$ cat src/rtl/cmp_pkg.sv
// Shared comparator package.
// Holds the branch condition encoding, the branch sequencer state encoding and
// the sequential-PC increment. Imported by cmp, branch_unit and the bench.
package cmp_pkg;

  typedef enum logic [1:0] {
    NOP = 2'd0,
    BEQ = 2'd1,
    BLT = 2'd2,
    BLE = 2'd3
  } cmp_op_e;

  typedef enum logic [1:0] {
    IDLE     = 2'd0,
    EVAL     = 2'd1,
    REDIRECT = 2'd2
  } branch_state_e;

  localparam int unsigned PC_INCR = 4;

endpackage

$ cat src/rtl/cmp.sv
// Combinational branch condition comparator.
// Ports:
//   i_op    : condition (NOP/BEQ/BLT/BLE)
//   i_a,i_b : operands, compared unsigned
//   o_taken : condition result; always 0 for NOP
module cmp
  import cmp_pkg::*;
#(
  parameter int DATA_WIDTH = 32
) (
  input  cmp_op_e               i_op,
  input  logic [DATA_WIDTH-1:0] i_a,
  input  logic [DATA_WIDTH-1:0] i_b,
  output logic                  o_taken
);

  always_comb begin
    o_taken = 1'b0;
    case (i_op)
      BEQ:     o_taken = (i_a == i_b);
      BLT:     o_taken = (i_a <  i_b);
      BLE:     o_taken = (i_a <= i_b);
      default: o_taken = 1'b0;
    endcase
  end

endmodule

$ cat src/rtl/branch_unit.sv
// Branch sequencer for the execute stage.
// Accepts one branch at a time, evaluates it through a cmp instance, reports the
// outcome for one cycle and holds a redirect toward fetch until acknowledged.
// Keeps saturating performance counters for branches and redirects.
//
// Handshake: a request transfers on a rising edge where i_valid && o_ready.
// o_ready is high only in IDLE and only while i_flush is low; i_valid may be
// held across cycles and the request fields must be stable while i_valid is high.
// The redirect is a held request: o_redirect/o_redirect_pc stay stable until the
// edge where i_redirect_ack (or i_flush) is seen.
//
// Build option: define BRANCH_PRED_EN for static BTFN prediction, in which
// case only mispredicted branches redirect (to pc+offset or pc+4). Without it,
// fetch assumes not-taken and every taken branch redirects to pc+offset.
//
// Ports:
//   i_clk, i_rst            : clock, synchronous active-high reset
//   i_valid/o_ready         : request handshake
//   i_op,i_rs1,i_rs2        : condition and operands
//   i_pc,i_offset           : branch PC and signed byte offset
//   i_flush                 : pipeline kill
//   o_done,o_taken          : one-cycle outcome pulse
//   o_redirect,o_redirect_pc: held redirect toward fetch, i_redirect_ack accepts it
//   o_branch_cnt            : completed non-NOP branches (saturating)
//   o_redirect_cnt          : redirects issued (saturating)
//   o_state                 : FSM state, for debug
module branch_unit
  import cmp_pkg::*;
#(
  parameter int DATA_WIDTH = 32,
  parameter int ADDR_WIDTH = 32,
  parameter int CNT_WIDTH  = 32
) (
  input  logic                  i_clk,
  input  logic                  i_rst,
  input  logic                  i_valid,
  output logic                  o_ready,
  input  cmp_op_e               i_op,
  input  logic [DATA_WIDTH-1:0] i_rs1,
  input  logic [DATA_WIDTH-1:0] i_rs2,
  input  logic [ADDR_WIDTH-1:0] i_pc,
  input  logic [ADDR_WIDTH-1:0] i_offset,
  input  logic                  i_flush,
  output logic                  o_done,
  output logic                  o_taken,
  output logic                  o_redirect,
  output logic [ADDR_WIDTH-1:0] o_redirect_pc,
  input  logic                  i_redirect_ack,
  output logic [CNT_WIDTH-1:0]  o_branch_cnt,
  output logic [CNT_WIDTH-1:0]  o_redirect_cnt,
  output branch_state_e         o_state
);

  branch_state_e         state;
  cmp_op_e               op_q;
  logic [DATA_WIDTH-1:0] rs1_q;
  logic [DATA_WIDTH-1:0] rs2_q;
  logic [ADDR_WIDTH-1:0] pc_q;
  logic [ADDR_WIDTH-1:0] off_q;

  logic                  cmp_taken;
  logic [ADDR_WIDTH-1:0] taken_target;
  logic [ADDR_WIDTH-1:0] fall_target;
  logic                  need_redirect;
  logic [ADDR_WIDTH-1:0] redirect_target;

  cmp #(
    .DATA_WIDTH(DATA_WIDTH)
  ) u_cmp (
    .i_op   (op_q),
    .i_a    (rs1_q),
    .i_b    (rs2_q),
    .o_taken(cmp_taken)
  );

  // Both targets wrap silently modulo 2^ADDR_WIDTH.
  assign taken_target = pc_q + off_q;
  assign fall_target  = pc_q + ADDR_WIDTH'(PC_INCR);

`ifdef BRANCH_PRED_EN
  // Fetch already followed the BTFN guess (backward = taken); only a
  // disagreement between the guess and the real outcome needs a redirect.
  assign need_redirect   = (op_q != NOP) && (cmp_taken != off_q[ADDR_WIDTH-1]);
  assign redirect_target = cmp_taken ? taken_target : fall_target;
`else
  // Fetch always falls through, so every taken branch redirects.
  assign need_redirect   = cmp_taken;
  assign redirect_target = taken_target;
`endif

  assign o_ready = (state == IDLE) && !i_flush;
  // A flush in EVAL kills the outcome in the same cycle.
  assign o_done  = (state == EVAL) && !i_flush;
  assign o_taken = o_done && cmp_taken;
  assign o_state = state;

  always_ff @(posedge i_clk) begin
    if (i_rst) begin
      state          <= IDLE;
      op_q           <= NOP;
      rs1_q          <= '0;
      rs2_q          <= '0;
      pc_q           <= '0;
      off_q          <= '0;
      o_redirect     <= 1'b0;
      o_redirect_pc  <= '0;
      o_branch_cnt   <= '0;
      o_redirect_cnt <= '0;
    end else begin
      case (state)
        IDLE: begin
          if (i_valid && o_ready) begin
            op_q  <= i_op;
            rs1_q <= i_rs1;
            rs2_q <= i_rs2;
            pc_q  <= i_pc;
            off_q <= i_offset;
            state <= EVAL;
          end
        end
        EVAL: begin
          if (i_flush) begin
            state <= IDLE;
          end else begin
            if ((op_q != NOP) && (o_branch_cnt != '1)) begin
              o_branch_cnt <= o_branch_cnt + 1'b1;
            end
            if (need_redirect) begin
              o_redirect    <= 1'b1;
              o_redirect_pc <= redirect_target;
              if (o_redirect_cnt != '1) begin
                o_redirect_cnt <= o_redirect_cnt + 1'b1;
              end
              state <= REDIRECT;
            end else begin
              state <= IDLE;
            end
          end
        end
        REDIRECT: begin
          if (i_redirect_ack || i_flush) begin
            o_redirect <= 1'b0;
            state      <= IDLE;
          end
        end
        default: begin
          o_redirect <= 1'b0;
          state      <= IDLE;
        end
      endcase
    end
  end

endmodule

$ cat config.mk
export PLATFORM = sky130hd
export DESIGN_NAME = branch_unit
export DESIGN_NICKNAME = d
export VERILOG_FILES = /design/src/rtl/cmp_pkg.sv /design/src/rtl/cmp.sv /design/src/rtl/branch_unit.sv
export SDC_FILE = /design/constraint.sdc
export NUM_CORES = 1
export LEC_CHECK = 0
export BUFFER_PORTS_ARGS = -buffer_cell sky130_fd_sc_hd__buf_2
export CAP_MARGIN = 10
export CORE_UTILIZATION = 47
export CTS_BUF_LIST = sky130_fd_sc_hd__clkbuf_8
export CTS_CLUSTER_SIZE = 8
export DETAILED_ROUTE_END_ITERATION = 10
export GPL_ROUTABILITY_DRIVEN = 1
export PLACE_DENSITY_LB_ADDON = 0.12
export SYNTH_ARGS = -nofsm -noshare
export SYNTH_HDL_FRONTEND = slang
export SYNTH_SLANG_ARGS = --single-unit
$ cat constraint.sdc
create_clock -name i_clk -period 2.4 [get_ports i_clk]
set_input_delay 0.48 -clock i_clk [delete_from_list [all_inputs] [get_ports i_clk]]
set_output_delay 0.48 -clock i_clk [all_outputs]
set_load 0.02 [all_outputs]
==> qor.csv <==
stage;metric;value;unit
run_status;outcome;complete, but fails checks;
run_status;failing checks;negative setup slack;
clocking;Root Buffer;clkbuf_8;
timing;Rel. slew slack;61.54;%
routing;vias per cell;5.218;
logic_synthesis;dominant cells by area after synthesis;dfxtp_1 (41%), nand2_1 (11%), a21oi_1 (9.1%);
worst_setup_path;capture point of the worst path;o_taken;
power;Final Total Pwr;8.372;mW
timing;Clock Skew;38.24;ps
logic_synthesis;number of synthesized flops with an enable pin;0;
placed_design;pre-CTS setup slack;-453.4;ps
grt;vias in the first global route;10030;
clocking;Longest Clk Path Bufs;3;
die;initial core utilization;47.81;%
logic_synthesis;Mean Syn Cell Area;8.027;sq um
routing;Detail Route Antenna Nets;0;
timing;final setup vio count;63;
routing;DR DRC count;0;
worst_setup_path;critical path startpoint;rs2_q[13];
job;max_cap viols;0;
timing;maximum clock rate;0.3407;GHz
timing;max-slew violation count;0;
worst_setup_path;flop2flop setup slack;-420;ps
cells_and_area;most frequent cells in the layout;nand2_1 (314), buf_2 (234), dfxtp_1 (210), a21oi_1 (183), buf_4 (96);
power;maximum VDD drop;0.3357;mV
worst_setup_path;R2R depth;12;
cells_and_area;Syn-to-layout area delta;34.09;%
routing;WL/cell;14.51;microns
logic_synthesis;Synth Instances;1394;
placed_design;Placer Congestion;0.8581;
logic_synthesis;post-synth top area share;40.97;%
timing;Period Utilization, post-route;122.3;%
clocking;CTS hold repair buffers;0;
die;die area;0.02443;sq mm
logic_synthesis;YS warnings;0;
logic_synthesis;leading area contributor after synthesis;dfxtp_1;
logic_synthesis;Syn Std Cell Area;0.01119;sq mm
hold_path;worst hold path type;in2reg;
worst_setup_path;CP Launch Type;flop;
power;Gate power share;11.1;%
logic_synthesis;Async SR Flop Fraction;0;%
clocking;CTS tree;done;
die;Core ar.;0.02340;sq mm
cells_and_area;Final nets;1919;
timing;Fin Setup TNS;-12850;ps
timing;final worst slack;-535.4;ps
worst_setup_path;CP Capture Type;primary output;
power;Net Sw Power;2.152;mW
die;die width;156.3;microns
grt;gr ovfl total;0;
clocking;TritonCTS buffer count;41;
timing;Final Critical Period;2935;ps
cells_and_area;Ant. Diodes;0;
power;Static Leak;6.333;nW
clocking;htree depth;2;
routing;drt pass-1 iters;5;
worst_setup_path;worst endpoint data arrival time;2460;ps
die;site row count;56;
timing;RSZ-0062 raised after global routing;true;
power;Seq pwr share;47.5;%
logic_synthesis;main flop type after synthesis;dfxtp_1;
cells_and_area;layout cell share with drive strength beyond 1;31.23;%
worst_setup_path;CP required;1920;ps
grt;GRT Overall Usage;24.22;%
timing;Slew @ Worst Pin;570.9;ps
cells_and_area;# fillers;2110;
die;Die H;156.3;microns
clocking;CTS clk-pin slew, worst paths;60;ps
power;clock network fraction of total power;41.3;%
logic_synthesis;Yosys reg bits;229;
worst_setup_path;reg-to-reg startpoint;rs2_q[13];
worst_setup_path;CP max FO;2;
clocking;# clock sinks;229;
placed_design;Inst Count DP;1978;
worst_setup_path;worst reg2reg path endpoint;o_redirect_cnt[7];
logic_synthesis;Netlist cell types;75;
timing;final hold slack;173.8;ps
logic_synthesis;Mapped Nets;1595;
grt;largest net degree at the start of global routing;69;
grt;first-pass GRT wire length;48240;microns
routing;vias post-DR;10770;
cells_and_area;final cell count without fillers;2064;
die;I/O pins;237;
placed_design;detailed placer's ending HPWL;21200;microns
routing;Detailed Route Iter0 Violations;731;
clocking;insertion delay to the later sink of the worst-skew pair;540;ps
cells_and_area;leading cell type in the layout, fill and taps excluded;nand2_1;
placed_design;# port buffers;236;
power;Net Sw Frac;25.70;%
routing;Post-Route WL;29940;microns
power;cell-internal power;6.220;mW
timing;final hold vios;0;
logic_synthesis;sequential cell area fraction in the yosys report;40.97;%
power;Power Density;558.0;mW/mm^2
grt;antenna violations before repair;0;
worst_setup_path;Setup Crit Path Kind;reg2out;
## worst max-delay path, stage by stage (launching register included)
cell	delay (ps)
dfxtp_2	330
inv_2	40
ha_4	230
a21o_1	180
a21o_1	160
a21oi_2	140
o211ai_1	180
a211oi_2	340
o21ai_2	100
inv_2	100
buf_6	120
## state kept, by name, indices dropped and copies added (netlist names), 2 cells and up
signal and cells:
o_state 2, o_redirect_pc 32, rs1_q 32, o_redirect_cnt 32, off_q 32, o_branch_cnt 32, pc_q 32, rs2_q 32
op_q 2
## layout make-up
class	count	area [sq um]	share of cell area [%]
Multi-Input combinational cell	1044	6798	45.31
Sequential cell	229	4608	30.71
Timing Repair Buffer	350	2236	14.90
Clock buffer	47	646.9	4.311
Tap cell	319	399.1	2.660
Inverter	52	195.2	1.301
Clock inverter	23	121.4	0.8089
## through the flow
stage	util (%)	cell area (sq um)
floorplan	-	11260
global route	64.11	15000
global placement	57.19	13380
finish	64.11	15000
CTS	62.97	14740
detailed placement	57.19	13380
## repair_timing
action / 4_1_cts / 5_1_grt
gates resized for setup: 94 / 47
pin swaps: 41 / 35
setup endpoints to repair: 65 / 72
buffers inserted: 7 / 8
cloned: 3 / 0
## kinds of logic (layout without fill, tap and decap cells)
logic type,Yosys count,after routing,share of synthesized area [%]
buffers and inverters,121,472,4.450
adder cells (fa/ha/maj),66,66,7.447
AND/OR/NAND/NOR,572,572,23.83
XOR/XNOR,46,46,3.601
flip-flops,229,229,40.97
multiplexers,22,22,2.147
AO/OA/AOI/OAI,338,338,17.56
## power groups by stage
stage	clock network, mW	registers [mW]	logic, mW
2_1_floorplan	0	4.03	0.506
3_3_place_gp	0	4.04	0.855
3_5_place_dp	0	4.05	0.865
4_1_cts	3.54	3.97	0.912
5_1_grt	3.72	3.99	1.05
6_report	3.46	3.98	0.933
## Yosys cell counts (16+ instances only)
| master | instances |
|---|---|
| a21oi_1 | 203 |
| xnor2_1 | 27 |
| nand4_1 | 21 |
| nand2_1 | 315 |
| or3_1 | 18 |
| inv_1 | 51 |
| nand3_1 | 28 |
| dfxtp_1 | 229 |
| nor2_1 | 72 |
| ha_1 | 65 |
| xor2_1 | 19 |
| clkbuf_1 | 55 |
| nor3_1 | 26 |
| o31ai_1 | 16 |
| o21ai_0 | 42 |
| a21o_1 | 17 |
## worst min-delay path by stage
stage / slack (ps) / endpoint / from / depth (start not counted)
2_1_floorplan: 430 / rs2_q[13] / rs2_q[13] / 2
3_3_place_gp: 440 / o_redirect_pc[22] / o_redirect_pc[22] / 2
3_5_place_dp: 450 / rs2_q[13] / rs2_q[13] / 2
4_1_cts: 140 / rs2_q[1] / i_rs2[1] / 3
5_1_grt: 160 / o_state[1] / i_flush / 2
6_report: 170 / pc_q[11] / i_pc[11] / 3
## per-layer routing
layer / up-vias / GRT usage [%] / share of wire, %
met5: - / 0 / 0
met4: 0 / 6.909 / 1.6
met3: 35 / 4.071 / 5.0
met2: 234 / 40.94 / 47
met1: 5014 / 31.64 / 46
li1: 5487 / - / -
No activity file was read; power rests on OpenSTA's default activity.
